===== src/rtl/disp_axis_packer.sv =====
// disp_axis_packer
// Packs 8-bit disparity pixels into 32-bit little-endian AXI-Stream words for
// the DMA. Frame position comes only from the internal column/row counters;
// the input tlast is checked against them but never steers packing.
// Closed words pass through a 2-entry FIFO whose head drives the m_axis port.
module disp_axis_packer #(
  parameter int DATA_SIZE = 8,
  parameter int IMG_W     = 128,
  parameter int IMG_H     = 128
) (
  input  logic                 clk,
  input  logic                 rst,
  input  logic [DATA_SIZE-1:0] s_axis_tdata,
  input  logic                 s_axis_tvalid,
  output logic                 s_axis_tready,
  input  logic                 s_axis_tlast,
  output logic [31:0]          m_axis_tdata,
  output logic [3:0]           m_axis_tkeep,
  output logic                 m_axis_tvalid,
  input  logic                 m_axis_tready,
  output logic                 m_axis_tlast,
  output logic                 m_axis_tuser,
  output logic                 err_row_len,
  output logic [15:0]          frame_cnt
);

  localparam logic [11:0] X_LAST = 12'(IMG_W - 1);
  localparam logic [11:0] Y_LAST = 12'(IMG_H - 1);

  typedef struct packed {
    logic [31:0] data;
    logic [3:0]  keep;
    logic        last;
    logic        user;
  } outWord_t;

  logic [7:0]  pixel;
  logic [11:0] x, y, xNext;
  logic [23:0] accData;
  logic [1:0]  accCnt, accCntNext;
  logic        accUser;

  logic        sReady, inAcc, lastCol, lastRow, firstPix, closeWord;
  logic        push, pop, nextCloses, readyNext;
  logic        errRowLen;
  logic [15:0] frameCnt;

  outWord_t    newWord, headWord;
  outWord_t    fifoMem [2];
  logic        wrPtr, rdPtr;
  logic [1:0]  fifoCnt, fifoCntNext;
  logic        mValid;

  assign pixel     = s_axis_tdata;
  assign inAcc     = s_axis_tvalid && sReady;
  assign lastCol   = (x == X_LAST);
  assign lastRow   = (y == Y_LAST);
  assign firstPix  = (x == 12'd0) && (y == 12'd0);
  assign closeWord = (accCnt == 2'd3) || lastCol;

  assign mValid    = (fifoCnt != 2'd0);
  assign push      = inAcc && closeWord;
  assign pop       = mValid && m_axis_tready;
  assign headWord  = fifoMem[rdPtr];

  // Word as it would look if the current pixel closes it; unused lanes stay zero.
  always_comb begin
    newWord      = '0;
    newWord.data = {8'd0, accData} | ({24'd0, pixel} << {accCnt, 3'b000});
    newWord.keep = {accCnt == 2'd3, accCnt >= 2'd2, accCnt >= 2'd1, 1'b1};
    newWord.last = lastCol && lastRow;
    newWord.user = accUser || firstPix;
  end

  // FIFO occupancy after this cycle's push and pop.
  always_comb begin
    fifoCntNext = fifoCnt;
    if (push && !pop) begin
      fifoCntNext = fifoCnt + 2'd1;
    end else if (pop && !push) begin
      fifoCntNext = fifoCnt - 2'd1;
    end
  end

  // Look ahead one pixel: ready stays high while the next pixel can be absorbed,
  // i.e. the FIFO will have room or that pixel only lands in the partial word.
  // This lets 3 bytes collect behind a full FIFO before the input stalls.
  always_comb begin
    xNext      = x;
    accCntNext = accCnt;
    if (inAcc) begin
      xNext      = lastCol ? 12'd0 : x + 12'd1;
      accCntNext = closeWord ? 2'd0 : accCnt + 2'd1;
    end
    nextCloses = (accCntNext == 2'd3) || (xNext == X_LAST);
    readyNext  = (fifoCntNext < 2'd2) || !nextCloses;
  end

  // Position counters, partial word, error flag, FIFO pointers and frame count.
  always_ff @(posedge clk) begin
    if (rst) begin
      x         <= '0;
      y         <= '0;
      accData   <= '0;
      accCnt    <= '0;
      accUser   <= 1'b0;
      errRowLen <= 1'b0;
      wrPtr     <= 1'b0;
      rdPtr     <= 1'b0;
      fifoCnt   <= '0;
      sReady    <= 1'b0;
      frameCnt  <= '0;
    end else begin
      if (inAcc) begin
        x <= xNext;
        if (lastCol) begin
          y <= lastRow ? 12'd0 : y + 12'd1;
        end
        if (closeWord) begin
          accData <= '0;
          accUser <= 1'b0;
        end else begin
          accData <= newWord.data[23:0];
          accUser <= newWord.user;
        end
        accCnt <= accCntNext;
        if (s_axis_tlast != lastCol) begin
          errRowLen <= 1'b1;
        end
      end
      if (push) begin
        wrPtr <= ~wrPtr;
      end
      if (pop) begin
        rdPtr <= ~rdPtr;
        if (headWord.last) begin
          frameCnt <= frameCnt + 16'd1;
        end
      end
      fifoCnt <= fifoCntNext;
      sReady  <= readyNext;
    end
  end

  // FIFO storage; contents are don't-care while the entry is empty.
  always_ff @(posedge clk) begin
    if (push) begin
      fifoMem[wrPtr] <= newWord;
    end
  end

  assign s_axis_tready = sReady;
  assign m_axis_tvalid = mValid;
  assign m_axis_tdata  = mValid ? headWord.data : 32'd0;
  assign m_axis_tkeep  = mValid ? headWord.keep : 4'd0;
  assign m_axis_tlast  = mValid && headWord.last;
  assign m_axis_tuser  = mValid && headWord.user;
  assign err_row_len   = errRowLen;
  assign frame_cnt     = frameCnt;

endmodule

===== config.mk =====
export PLATFORM = sky130hd
export DESIGN_NAME = disp_axis_packer
export DESIGN_NICKNAME = d
export VERILOG_FILES = /design/src/rtl/disp_axis_packer.sv
export SDC_FILE = /design/constraint.sdc
export NUM_CORES = 1
export LEC_CHECK = 0
export ABC_CLOCK_PERIOD_IN_PS = 5000
export CORE_MARGIN = 3
export CORE_UTILIZATION = 55
export CTS_BUF_LIST = sky130_fd_sc_hd__clkbuf_8 sky130_fd_sc_hd__clkbuf_16
export CTS_CLUSTER_SIZE = 20
export DETAILED_ROUTE_END_ITERATION = 16
export PLACE_DENSITY = 0.85
export SLEW_MARGIN = 40
export SYNTH_ARGS = -nofsm -noshare
export SYNTH_HDL_FRONTEND = slang
export SYNTH_SLANG_ARGS = --single-unit

===== constraint.sdc =====
create_clock -name clk -period 5 [get_ports clk]
set_input_delay 0.75 -clock clk [delete_from_list [all_inputs] [get_ports clk]]
set_output_delay 0.75 -clock clk [all_outputs]
set_load 0.005 [all_outputs]

Word-level counts from Yosys, hierarchy flattened:

Memory sizes are Yosys's and may differ from the RTL's. A register that Yosys moved wholly into a read port is not among the register bits.
Index checks and enable logic that the tools add are counted.

* bitwise operators: 3
* magnitude comparators: 3
* $add $sub $neg: 6
* muxes and demuxes: 15
* equal/unequal tests: 6
* reduce and logical (&&, ||, !) cells: 22
* shift-type cells: 1

Operators by type and width (number)
* $eq 12x7->1 const B: 3
* $mux 12: 3
* $mux 32: 1
* $or 24x32->32: 1
* $shl 8x5->32: 1
* $add 12x1->12 const B: 2
* $logic_not 12->1: 2
* $mux 24: 1
* $add 16x1->16 const B: 1
* $logic_and 1x1->1: 9
* $mux 2: 4
* $reduce_and 2->1: 3
* $mux 1: 5
* $add 2x1->2 const B: 2
* $eq 2x2->1 const B: 2
* $logic_or 1x1->1: 4
* $mux 4: 1
* $logic_not 1->1: 3
* $ge 2x1->1 const B: 1
* $ge 2x2->1 const B: 1
* $lt 2x2->1 const B: 1
* $not 1->1: 2
* $reduce_bool 2->1: 1
* $sub 2x1->2 const B: 1
* $ne 1x1->1: 1

* output and inout port bits: 57
* logic and storage cells: 68
* memories kept: 1
* memory bits (writable): 74
* register bits: 73
* input port bits: 13

Memory list
* fifoMem: depth 2, bits a word 37, rd ports 1, clocked after Yosys merged registers in 1, write ports 1, RTL line 49 `outWord_t fifoMem [2];`

Logic depth before layout (Yosys ltp):

* depth in word-level cells: 9
* depth in mapped cells: 11

Least setup slack after synthesis:

No wires, ideal clock.

* path type: register to register
* start point: register x[7]
* end point: memory fifoMem[0][0] (netlist bit) (enable)
* arrival time: 3.092 ns
* setup time: 0.431 ns
* cell stages (with the launch flop): 5
* path buffers: 0
* slack: 1.477 ns
* cell sequence: dfxtp_1 > or4_4 > nor4_4 > o21ai_4 > nor2_1

* cells in the longest elaborated chain, start to end: 5

RTL lines
* start: declaration: RTL line 38 `logic [11:0] x, y, xNext;`
* start signal: assignment: RTL line 115 `x <= xNext;`
* $eq 12x7->1: RTL line 56 `assign lastCol = (x == X_LAST);`
* $logic_or 1x1->1: RTL line 59 `assign closeWord = (accCnt == 2'd3) || lastCol;`
* $logic_and 1x1->1: RTL line 62 `assign push = inAcc && closeWord;`
* $mux 1: RTL line 147 `if (push) begin`
* $mux 1 (implied by the code): RTL line 148 `fifoMem[wrPtr] <= newWord;`
* end: declaration: RTL line 49

Every way passes these cells.

Worst setup path in the final report:

* start point: register x[7]
* end point: register sReady, in the netlist s_axis_tready

* cells in the longest elaborated chain, start to end: 9

RTL lines
* branches (longest 8 deep; another with $add 12x1->12)
* $logic_or 1x1->1 *: RTL line 96 `readyNext = (fifoCntNext < 2'd2) || !nextCloses;`
* end signal: assignment: RTL line 141 `sReady <= readyNext;`
* end: declaration: RTL line 43 `logic sReady, inAcc, lastCol, lastRow, firstPix, closeWord;`

Mark *: on every way between the ends.
A chain may end at the register's enable or synchronous reset.

==> impl_results.html <==
<table>
<tr><th>Metric</th><th>Value</th></tr>
<tr><th colspan="2">Run status</th></tr>
<tr><td>Run status</td><td>completed</td></tr>
<tr><th colspan="2">Critical path</th></tr>
<tr><td>Nature of the critical path startpoint</td><td>flop</td></tr>
<tr><td>Type of the setup path with the least slack</td><td>flop to flop</td></tr>
<tr><td>Highest fanout seen on the critical path</td><td>8</td></tr>
<tr><td>Number of buffers and inverters on the critical path</td><td>0</td></tr>
<tr><td>CP endpoint kind</td><td>flop</td></tr>
<tr><td>List of cells traversed by the critical path</td><td>or4_4 &gt; nor4_4 &gt; o21ai_4 &gt; ha_1 &gt; and2_1 &gt; o31a_1 &gt; or3b_2 &gt; nor4b_1 &gt; a211oi_1</td></tr>
<tr><td>Critical path data required time</td><td>around 5.3 ns</td></tr>
<tr><td>Kind of cell with the highest combined delay on the critical path</td><td>simple AND/OR/NAND/NOR gates</td></tr>
<tr><td>Critical Path AT</td><td>roughly 3.6 ns</td></tr>
<tr><td>Cell with the biggest individual delay on the critical path</td><td>or4_4</td></tr>
<tr><td>CP peak stage delay</td><td>~0.6 ns</td></tr>
<tr><th colspan="2">CTS</th></tr>
<tr><td>Clock-pin transition on the worst setup and hold timing paths</td><td>approximately 0.060 ns</td></tr>
<tr><td>Count of cells resized by post-cts repair</td><td>0</td></tr>
<tr><td>Total CTS buffers</td><td>17</td></tr>
<tr><td>CTS root buffer</td><td>clkbuf_16</td></tr>
<tr><td>Number of clock sinks</td><td>around 150</td></tr>
<tr><td>Skew-Pair Late Insertion Delay</td><td>0.41 ns</td></tr>
<tr><td>Number of hold buffers added after cts</td><td>0</td></tr>
<tr><td>Max Buffers Root-to-Sink</td><td>2</td></tr>
<tr><td>Number of levels in the clock H-tree</td><td>4</td></tr>
<tr><td>Setup fix buffers added after clock tree synthesis</td><td>0</td></tr>
<tr><td>Clock tree from TritonCTS</td><td>yes</td></tr>
<tr><th colspan="2">Detailed routing</th></tr>
<tr><td>TritonRoute pass-1 iters</td><td>8</td></tr>
<tr><td>Final ANT Viol Nets</td><td>0</td></tr>
<tr><td>Total wirelength of the detailed-routed design</td><td>about 14000 um</td></tr>
<tr><td>Routed wirelength normalized by instance count</td><td>between 15 and 20 um</td></tr>
<tr><td>Via count</td><td>4676</td></tr>
<tr><td>Initial DRC Count</td><td>about 300</td></tr>
<tr><td>Post-route DRC</td><td>0</td></tr>
<tr><td>Vias per inst</td><td>5.83</td></tr>
<tr><th colspan="2">Logic synthesis</th></tr>
<tr><td>Biggest area consumer among synthesized cells</td><td>edfxtp_1</td></tr>
<tr><td>Number of distinct library cells after synthesis</td><td>47</td></tr>
<tr><td>Proportion of synthesized flip-flops having asynchronous set or reset</td><td>0%</td></tr>
<tr><td>Synth top cells by count</td><td>nor2_1, dfxtp_1, edfxtp_1, mux2i_1, o21ai_0</td></tr>
<tr><td>Total number of yosys warnings</td><td>0</td></tr>
<tr><td>Post-synth net total</td><td>a little over 600</td></tr>
<tr><td>Count of flip-flops with a built-in enable after synthesis</td><td>74</td></tr>
<tr><td>Register bit total from synthesis</td><td>about 150</td></tr>
<tr><td>Cell with the most instances after synthesis</td><td>nor2_1</td></tr>
<tr><td>Cell area after technology mapping</td><td>0.00631 sq mm</td></tr>
<tr><td>Post-Syn Area per Cell</td><td>roughly 11 sq um</td></tr>
<tr><td>Leading register cell type out of synthesis</td><td>edfxtp_1</td></tr>
<tr><td>Share of synthesized area occupied by flip-flops and latches</td><td>approximately 60%</td></tr>
<tr><td>Area fraction of the dominant cell type after synthesis</td><td>35.2%</td></tr>
<tr><td>Leading cell types by total area after synthesis</td><td>edfxtp_1, dfxtp_1, nor2_1, mux2i_1, a21o_1</td></tr>
<tr><td>Number of cells produced by synthesis</td><td>approximately 580</td></tr>
<tr><th colspan="2">Cells and area</th></tr>
<tr><td>Area Growth Syn to Fin</td><td>22.9%</td></tr>
<tr><td>Layout cell share with drive strength beyond 1</td><td>roughly 7.4%</td></tr>
<tr><td>Final layout net count</td><td>around 670</td></tr>
<tr><td>Count of antenna diodes in the layout</td><td>0</td></tr>
<tr><th colspan="2">GRT</th></tr>
<tr><td>Initial antenna violation count</td><td>0</td></tr>
<tr><td>Pin count of the biggest net entering global routing</td><td>38</td></tr>
<tr><td>Remaining global-route overflow</td><td>0</td></tr>
<tr><td>Total GRT Usage</td><td>between 20% and 30%</td></tr>
<tr><td>First-pass GRT wire length</td><td>23100 um</td></tr>
<tr><td>Vias in the first global route</td><td>4697</td></tr>
<tr><th colspan="2">Timing</th></tr>
<tr><td>Setup repair after global routing missed its margin</td><td>no</td></tr>
<tr><td>Final number of max-transition violations</td><td>0</td></tr>
<tr><td>Fmax</td><td>approximately 0.3 GHz</td></tr>
<tr><td>Setup clock skew after layout</td><td>0.00794 ns</td></tr>
<tr><td>Final period util</td><td>between 60 and 70%</td></tr>
<tr><td>Slew at the pin closest to its max-slew limit</td><td>between 0.7 and 0.8 ns</td></tr>
<tr><td>Endpoints failing setup</td><td>0</td></tr>
<tr><td>Setup TNS</td><td>0 ns</td></tr>
<tr><td>Remaining max-slew budget at the tightest pin</td><td>between 50% and 60%</td></tr>
<tr><td>PnR worst setup slack</td><td>roughly 1.7 ns</td></tr>
<tr><td>Minimum clock period</td><td>around 3.3 ns</td></tr>
<tr><td>Hold violation total from the final report</td><td>0</td></tr>
<tr><th colspan="2">Place</th></tr>
<tr><td>Routability cong.</td><td>0.896</td></tr>
<tr><td>Detailed placer's ending HPWL</td><td>about 9300 um</td></tr>
<tr><td>Setup WS pre-CTS</td><td>between 1 and 1.5 ns</td></tr>
<tr><td>Count of buffers inserted at the top-level ports</td><td>69</td></tr>
<tr><th colspan="2">Power</th></tr>
<tr><td>Pwr Density</td><td>about 360 mW/mm^2</td></tr>
<tr><td>Lkg Pwr</td><td>~2.8 nW</td></tr>
<tr><td>Maximum vdd ir drop</td><td>0.205 mV</td></tr>
<tr><th colspan="2">Floorplanning</th></tr>
<tr><td>Initial core utilization</td><td>between 50% and 60%</td></tr>
<tr><td>Placeable core area</td><td>~0.011 sq mm</td></tr>
<tr><td>Die boundary width</td><td>113 um</td></tr>
<tr><td>Std-Cell Rows</td><td>38</td></tr>
<tr><td>Full die area</td><td>0.0128 sq mm</td></tr>
<tr><td>Vertical die dimension</td><td>~110 um</td></tr>
<tr><td>I/O pin total</td><td>70</td></tr>
<tr><th colspan="2">Run</th></tr>
<tr><td>Number of max-cap violations</td><td>0</td></tr>
<tr><th colspan="2">Hold path</th></tr>
<tr><td>Worst min-delay path class</td><td>flop to flop</td></tr>
</table>
[worst reg2reg max path, cell delays in order, from the launching register on]
cell and delay (ns):
dfxtp_1 0.36, or4_4 0.60, nor4_4 0.58, o21ai_4 0.16, ha_1 0.25, and2_1 0.16
o31a_1 0.27, or3b_2 0.46, nor4b_1 0.26, a211oi_1 0.11
[through the flow]
step | cells | util, % | total power, W | hold WS, ns | area [sq um]
4_1_cts | 802 | 70.3 | 0.00277 | 0.487 | 7760
3_3_place_gp | 770 | 64.3 | 0.00138 | 0.459 | 7100
3_5_place_dp | 770 | 64.3 | 0.00138 | 0.460 | 7100
6_report | 802 | 70.3 | 0.00277 | 0.488 | 7760
5_1_grt | 802 | 70.3 | 0.00284 | 0.514 | 7760
2_1_floorplan | 582 | - | 0.00135 | 0.450 | 6310
[routing by layer]
metal	GRT usage, %	vias up	share of wire (%)
met2	39.4	170	51
li1	-	2191	-
met4	9.38	0	2.3
met5	0	-	0
met3	5.45	30	5.4
met1	27.8	2285	41
[logic make-up (layout without fill, tap and decap cells)]
family | count (synthesis) | in the layout | share of synthesized area, %
xor gates and xnor gates | 34 | 34 | 4.72
AOI/OAI and AO/OA | 80 | 80 | 7.95
adders and majority gates | 11 | 11 | 2.18
buffers and inverters | 45 | 125 | 3.13
DFF | 148 | 148 | 58.7
muxes | 37 | 37 | 5.87
and+or+nand+nor | 227 | 227 | 17.5
[layout by cell type, fill, tap and decap left out, types with 4 or more instances in the layout]
cell / count
nor4_1: 9
ha_1: 11
or3_1: 5
mux2i_1: 37
edfxtp_1: 74
clkdlybuf4s50_1: 68
clkinv_1: 4
dfxtp_1: 73
nand2_1: 24
xor2_1: 16
bufinv_16: 6
a21o_1: 24
nor2_1: 113
xnor2_1: 18
o21ai_0: 31
inv_1: 18
a21oi_1: 15
nor3_1: 10
and3_1: 14
nand3_1: 17
and2_1: 5
nand4_1: 9
buf_4: 6
clkbuf_16: 17
[path summary, 6_finish.rpt]
check	cells after the start	from	end	slack [ns]
setup / recovery	9	x[7]	s_axis_tready	1.66
hold / removal	2	fifoCnt[0]	fifoCnt[0]	0.49
setup reg to reg	9	x[7]	s_axis_tready	1.66
hold reg to reg	2	fifoCnt[0]	fifoCnt[0]	0.49
[power breakdown]
part           internal [W]  switching [W]
logic             0.0000277      0.0000471
registers           0.00128     0.00000799
clock network      0.000930       0.000480
[flip-flops by register name, indices dropped and copies added (netlist names), 2 cells and up, named ones only]
| signal | cells |
|---|---|
| fifoCnt | 2 |
| accCnt | 2 |
| y | 12 |
| x | 12 |
| fifoMem | 74 |
| frame_cnt | 16 |
| accData | 24 |
[area by class of cell]
type,count,area [sq um]
clock buffers,17,425
flip-flops and latches,148,3710
repair buffers,75,731
fillers,775,3270
well taps,140,175
multi-input cells,389,2410
clock inverters,15,235
inverters,18,67.6
Power figures use the tool's default switching activity.
